<file path="config.mk">
export PLATFORM = sky130hd
export DESIGN_NAME = imem_loader
export DESIGN_NICKNAME = d
export VERILOG_FILES = /design/src/rtl/imem_loader_pkg.sv /design/src/rtl/byte_word_packer.sv /design/src/rtl/imem_loader.sv
export SDC_FILE = /design/constraint.sdc
export NUM_CORES = 1
export LEC_CHECK = 0
export CORE_MARGIN = 2
export CORE_UTILIZATION = 55
export DETAILED_ROUTE_END_ITERATION = 6
export HOLD_SLACK_MARGIN = 0.06
export PLACE_DENSITY_LB_ADDON = 0.15
export SETUP_SLACK_MARGIN = 0.4
export SLEW_MARGIN = 20
export SYNTH_ARGS = -nofsm -noshare
export SYNTH_HDL_FRONTEND = slang
export SYNTH_SLANG_ARGS = --single-unit
</file>
<file path="constraint.sdc">
create_clock -name clk -period 3.4 [get_ports clk]
set_input_delay 0.85 -clock clk [delete_from_list [all_inputs] [get_ports clk]]
set_output_delay 0.85 -clock clk [all_outputs]
set_load 0.005 [all_outputs]
</file>
<file path="src/rtl/imem_loader_pkg.sv">
// Shared types and constants for the instruction-memory loader.
package imem_loader_pkg;

  // Loader sequencing states.
  typedef enum logic [2:0] {
    LEN_LO = 3'd0,
    LEN_HI = 3'd1,
    DATA   = 3'd2,
    CSUM   = 3'd3,
    DONE   = 3'd4,
    ERROR  = 3'd5
  } state_e;

  // Stream bytes that make up one 32-bit instruction word.
  localparam int BYTES_PER_WORD = 4;

  // Length header bytes preceding the data (little-endian word count).
  localparam int HDR_BYTES = 2;

endpackage

</file>
<file path="src/rtl/byte_word_packer.sv">
// 8-to-32 little-endian packer: the first byte of each word lands in [7:0].
// word_valid_o pulses for one cycle, the cycle after the 4th byte of a word.
module byte_word_packer
  import imem_loader_pkg::*;
(
  input  logic        clk,
  input  logic        n_rst,
  input  logic        clr_i,
  input  logic        byte_valid_i,
  input  logic [7:0]  byte_i,
  output logic        last_byte_o,
  output logic [31:0] word_o,
  output logic        word_valid_o
);

  localparam int CNT_W = $clog2(BYTES_PER_WORD);

  logic [CNT_W-1:0] cnt_q;
  logic [31:0]      buf_q;
  logic [31:0]      buf_d;
  logic [31:0]      word_q;
  logic             valid_q;

  // New bytes enter at the top so that after four shifts byte 0 sits at [7:0].
  assign buf_d       = {byte_i, buf_q[31:8]};
  assign last_byte_o = byte_valid_i && (cnt_q == CNT_W'(BYTES_PER_WORD - 1));

  // Shift register, byte counter and the registered word/strobe pair.
  always_ff @(posedge clk or negedge n_rst) begin
    if (!n_rst) begin
      cnt_q   <= '0;
      buf_q   <= '0;
      word_q  <= '0;
      valid_q <= 1'b0;
    end else begin
      valid_q <= last_byte_o;
      if (clr_i) begin
        cnt_q <= '0;
        buf_q <= '0;
      end else if (byte_valid_i) begin
        cnt_q <= cnt_q + CNT_W'(1);
        buf_q <= buf_d;
        if (last_byte_o) begin
          word_q <= buf_d;
        end
      end
    end
  end

  assign word_o       = word_q;
  assign word_valid_o = valid_q;

endmodule

</file>
<file path="src/rtl/imem_loader.sv">
// Instruction-memory loader: parses a length-prefixed byte stream, writes
// the packed words from address 0 upward, verifies an XOR checksum and
// releases the core from reset only once the program is loaded and good.
module imem_loader
  import imem_loader_pkg::*;
#(
  parameter int NUM_INSTR = 32,
  parameter int ADDR_W    = 32
) (
  input  logic              clk,
  input  logic              n_rst,
  input  logic              in_valid,
  input  logic [7:0]        in_data,
  output logic              in_ready,
  input  logic              load_req,
  output logic              imem_we,
  output logic [ADDR_W-1:0] imem_addr,
  output logic [31:0]       imem_wdata,
  output logic              core_n_rst,
  output logic              done,
  output logic              error
);

  localparam int IDX_W = $clog2(NUM_INSTR + 1);
  localparam int LEN_W = HDR_BYTES * 8;

  state_e           state_q;
  logic [7:0]       len_lo_q;
  logic [IDX_W-1:0] n_q;
  logic [IDX_W-1:0] word_idx_q;
  logic [7:0]       csum_q;
  logic             core_n_rst_q;
  logic             done_q;
  logic             error_q;

  logic             xfer;
  logic [LEN_W-1:0] len_full;
  logic             restart;
  logic             pk_valid;
  logic             pk_last;
  logic [31:0]      pk_word;
  logic             pk_word_valid;

  assign in_ready = (state_q != DONE) && (state_q != ERROR);
  assign xfer     = in_valid && in_ready;
  assign len_full = {in_data, len_lo_q};
  assign restart  = load_req && ((state_q == DONE) || (state_q == ERROR));
  assign pk_valid = xfer && (state_q == DATA);

  byte_word_packer u_packer (
    .clk          (clk),
    .n_rst        (n_rst),
    .clr_i        (restart),
    .byte_valid_i (pk_valid),
    .byte_i       (in_data),
    .last_byte_o  (pk_last),
    .word_o       (pk_word),
    .word_valid_o (pk_word_valid)
  );

  // Sequencing FSM with the word index, running checksum and status flags.
  always_ff @(posedge clk or negedge n_rst) begin
    if (!n_rst) begin
      state_q      <= LEN_LO;
      len_lo_q     <= '0;
      n_q          <= '0;
      word_idx_q   <= '0;
      csum_q       <= '0;
      core_n_rst_q <= 1'b0;
      done_q       <= 1'b0;
      error_q      <= 1'b0;
    end else begin
      // The index advances at the end of the write cycle, so the address
      // seen with the strobe is always that of the word being written.
      if (pk_word_valid) begin
        word_idx_q <= word_idx_q + IDX_W'(1);
      end

      unique case (state_q)
        LEN_LO: begin
          if (xfer) begin
            len_lo_q <= in_data;
            state_q  <= LEN_HI;
          end
        end

        LEN_HI: begin
          if (xfer) begin
            n_q <= len_full[IDX_W-1:0];
            if (len_full > LEN_W'(NUM_INSTR)) begin
              state_q <= ERROR;
              error_q <= 1'b1;
            end else if (len_full == '0) begin
              state_q <= CSUM;
            end else begin
              state_q <= DATA;
            end
          end
        end

        DATA: begin
          if (xfer) begin
            csum_q <= csum_q ^ in_data;
            // Previous word's increment has long since landed, so word_idx_q
            // is the index of the word this byte completes.
            if (pk_last && (word_idx_q == n_q - IDX_W'(1))) begin
              state_q <= CSUM;
            end
          end
        end

        CSUM: begin
          if (xfer) begin
            if (in_data == csum_q) begin
              state_q      <= DONE;
              done_q       <= 1'b1;
              core_n_rst_q <= 1'b1;
            end else begin
              state_q <= ERROR;
              error_q <= 1'b1;
            end
          end
        end

        DONE, ERROR: begin
          if (load_req) begin
            state_q      <= LEN_LO;
            len_lo_q     <= '0;
            n_q          <= '0;
            word_idx_q   <= '0;
            csum_q       <= '0;
            core_n_rst_q <= 1'b0;
            done_q       <= 1'b0;
            error_q      <= 1'b0;
          end
        end

        default: begin
          state_q <= LEN_LO;
        end
      endcase
    end
  end

  assign imem_we    = pk_word_valid;
  assign imem_wdata = pk_word;
  assign imem_addr  = ADDR_W'({word_idx_q, 2'b00});
  assign core_n_rst = core_n_rst_q;
  assign done       = done_q;
  assign error      = error_q;

endmodule
</file>
==> summary.md <==
| Metric | Value |
|---|---|
| FF+latch count, synth | `between 90 and 100` |
| Met2 wire len | `3.690 mm` |
| CTS max path bufs | `2` |
| Status | `finished clean` |
| Max Clock Freq | `roughly 390 MHz` |
| Max_slew headroom | `0.4063` |
| Hold crit path type | `primary input to async pin` |
| CP max-delay cell | `nor2_2` |
| Crit Path Category | `primary input to flip-flop` |
| Commonest non-fill, non-tap cell in the layout | `dfrtp_1` |
| Ys async rst share | `1.000` |
| Cell area after synthesis | `4064 µm²` |
| Avg Inst Size Synth | `11.64 µm²` |
| Post_cts resized | `0` |
| Starting Density | `0.5633` |
| Post-Synth Simple-Gate Area | `0.09914` |
| Gpl congestion | `0.8706` |
| CP Cell Sequence | `clkdlybuf4s50_1 -> and4bb_1 -> buf_4 -> nor2_2 -> mux2_2` |
| Vias in the first global route | `2660` |
| Clock Skews | `0.005206 ns` |
| Pwr Density | `534.6 nW/µm²` |
| Clk_lat worst skew | `0.35 ns` |
| Syn. warnings | `0` |
| Power Total | `between 2 and 3 mW` |
| Die height | `between 80 and 90 µm` |
| # setup viols final | `0` |
| Min setup slack post-route | `0.8189 ns` |
| Top delay family on crit path | `simple AND/OR/NAND/NOR gates` |
| Largest net degree at the start of global routing | `53` |
| Mux cell area share after synthesis | `0.1038` |
| Ys flop type | `dfrtp_1` |
| Core ar. | `7214 µm²` |
| Initial antenna violation count | `0` |
| CTS Hold Bufs | `0` |
| M1 WL | `3.745 mm` |
| RSZ-0062 raised after global routing | `false` |
| GRT Util Overall | `0.2043` |
| First-pass GRT wire length | `~13 mm` |
| Peak VDD IR | `0.0003130 V` |
| Fin. max-slew vios | `0` |
| Post-Place Worst Slack | `a little under 0.5 ns` |
| Via count | `2742` |
| Met3 wire len | `about 290 µm` |
| EDFF count, synth | `0` |
| Post-CTS Setup Bufs | `0` |
| Synth Area in Compound Gates | `0.1090` |
| Synth Instances | `349` |
| HPWL after DPL | `5.355 mm` |
| Crit share post-route | `0.7591` |
| Layout cell share with drive strength beyond 1 | `0.1463` |
| Maxcap violations | `0` |
| DR iter-0 viols | `177` |
| Largest family of logic cells by synthesized area | `compound AO/OA/AOI/OAI gates` |
| WL/cell | `15.44 µm` |
| Worst Tran Pin Value | `0.8896 ns` |
| Routed Antenna Nets | `0` |
| Number of nets in the layout | `420` |
| DRC violation count after routing | `0` |
| Die Area | `8093 µm²` |
| Synth Area in XOR/XNOR | `0.04095` |
| Startpoint types | `primary input` |
| Most frequent cells in the layout | `dfrtp_1, clkdlybuf4s50_1, nand2_1, mux2_2, conb_1` |
| Htree depth | `3` |
| Total grt overflow | `0` |
| Pleak | `2.313 nW` |
| Antenna diode count | `0` |
| Hold Vio Cnt, Final | `0` |
| CTS tree | `yes` |
| Worst-path clk slew | `roughly 0.09 ns` |
| Port bufs | `54` |
| Reg-to-reg slack, setup | `1.14 ns` |
| Vias per cell | `roughly 5.4` |
| Sink Count | `92` |
| Routed wire length | `about 7.9 mm` |
| Clock root buffer master | `clkbuf_8` |
| Die X | `approximately 90 µm` |
| Critical Path RT | `3.69 ns` |
| Highest signal layer in the routed design | `met4` |
| CP max FO | `24` |
| CTS Buf Count | `9` |
| Slowest stage delay, CP | `about 0.69 ns` |
| Post-synthesis sequential area ratio | `0.5665` |
| Final min period | `around 2.6 ns` |
| Syn-to-layout area delta | `18.60%` |
| Buf/Inv on CP | `2` |
| Cell variety after synth | `37` |
| CP endpoint kind | `flip-flop` |
| Io pins | `81` |
| Rows | `31` |
| Adder-cell area share of the yosys netlist | `0.009236` |
| TNS Setup | `0 ns` |
| 1st-pass router iterations | `4` |
| CP arrival | `between 2 and 3 ns` |
==> sequential cells by signal, summed over array words and instances (netlist names) <==
name,count
csum_q,8
word_idx_q,6
len_lo_q,8
u_packer.word_o,32
u_packer.buf_q,24
done,1
u_packer.word_valid_o,1
error,1
state_q,3
n_q,6
u_packer.cnt_q,2
==> routing by layer <==
metal,up-vias,track usage
met5,-,0
met4,0,0.08077
met3,8,0.03018
met2,69,0.3112
met1,1385,0.2991
li1,1280,-
==> per-stage QoR <==
| step | instances | cell area (µm²) | hold slack (ns) | utilization |
|---|---|---|---|---|
| final | 509 | 4820 | 0.4787 | 0.6681 |
| after detailed placement | 493 | 4617 | 0.4788 | 0.6400 |
| after global routing | 509 | 4820 | 0.5112 | 0.6681 |
| after floorplan | 374 | 4158 | 0.4593 | - |
| after global placement | 492 | 4589 | 0.4775 | 0.6361 |
| after CTS | 509 | 4820 | 0.4887 | 0.6681 |
==> final timing paths <==
path,from,end,cells past startpoint
worst max-delay path,in_valid,u_packer.cnt_q[0]$_DFFE_PN0P_,5
max in group asynchronous,n_rst,u_packer.buf_q[8]$_DFFE_PN0P_,2
min in group clk,error$_DFFE_PN0P_,error$_DFFE_PN0P_,1
worst max register to register,state_q[1]$_DFFE_PN0P_,u_packer.cnt_q[0]$_DFFE_PN0P_,5
worst min register to register,error$_DFFE_PN0P_,error$_DFFE_PN0P_,1
worst min-delay path,n_rst,word_idx_q[2]$_DFF_PN0_,1
==> power breakdown <==
part	switching, mW	total (mW)	internal [mW]
Sequential	0.0900	1.27	1.18
Combinational	0.304	0.561	0.256
Clock	0.371	0.749	0.378
==> final cells by class <==
| class | instances | area [µm²] |
|---|---|---|
| Clock buffer | 12 | 155.1 |
| Sequential cell | 92 | 2302 |
| Multi-Input combinational cell | 237 | 1569 |
| Tap cell | 99 | 123.9 |
| Fill cell | 572 | 2395 |
| Inverter | 5 | 18.77 |
| Clock inverter | 4 | 47.55 |
| Timing Repair Buffer | 60 | 603.1 |
==> Yosys cell counts, drive strengths merged, types with 2 or more instances <==
cell / instances / share of area
or3: 2 / 0.0031
nand4: 3 / 0.0046
nand3: 2 / 0.0025
inv: 5 / 0.0046
nor2: 14 / 0.014
a31oi: 4 / 0.0062
xnor2: 16 / 0.034
nand2: 42 / 0.041
dfrtp: 92 / 0.57
mux2: 33 / 0.091
o21a: 2 / 0.0037
a21oi: 10 / 0.012
ha: 3 / 0.0092
nor4: 4 / 0.0077
o21ai: 24 / 0.030
clkbuf: 3 / 0.0028
nor3: 8 / 0.011
a22o: 23 / 0.050
buf: 37 / 0.063
o31ai: 2 / 0.0037
nor2b: 4 / 0.0062
mux2i: 5 / 0.012
xor2: 3 / 0.0065
==> kinds of logic (layout without fill, tap and decap cells) <==
kind of cell / Yosys count / after routing
flip-flops: 92 / 92
AO/OA/AOI/OAI: 67 / 67
buffers and inverters: 45 / 81
other: 1 / 26
multiplexers: 38 / 38
XOR/XNOR: 19 / 19
adder cells (fa/ha/maj): 3 / 3
AND/OR/NAND/NOR: 84 / 84
Power figures use the tool's default switching activity.
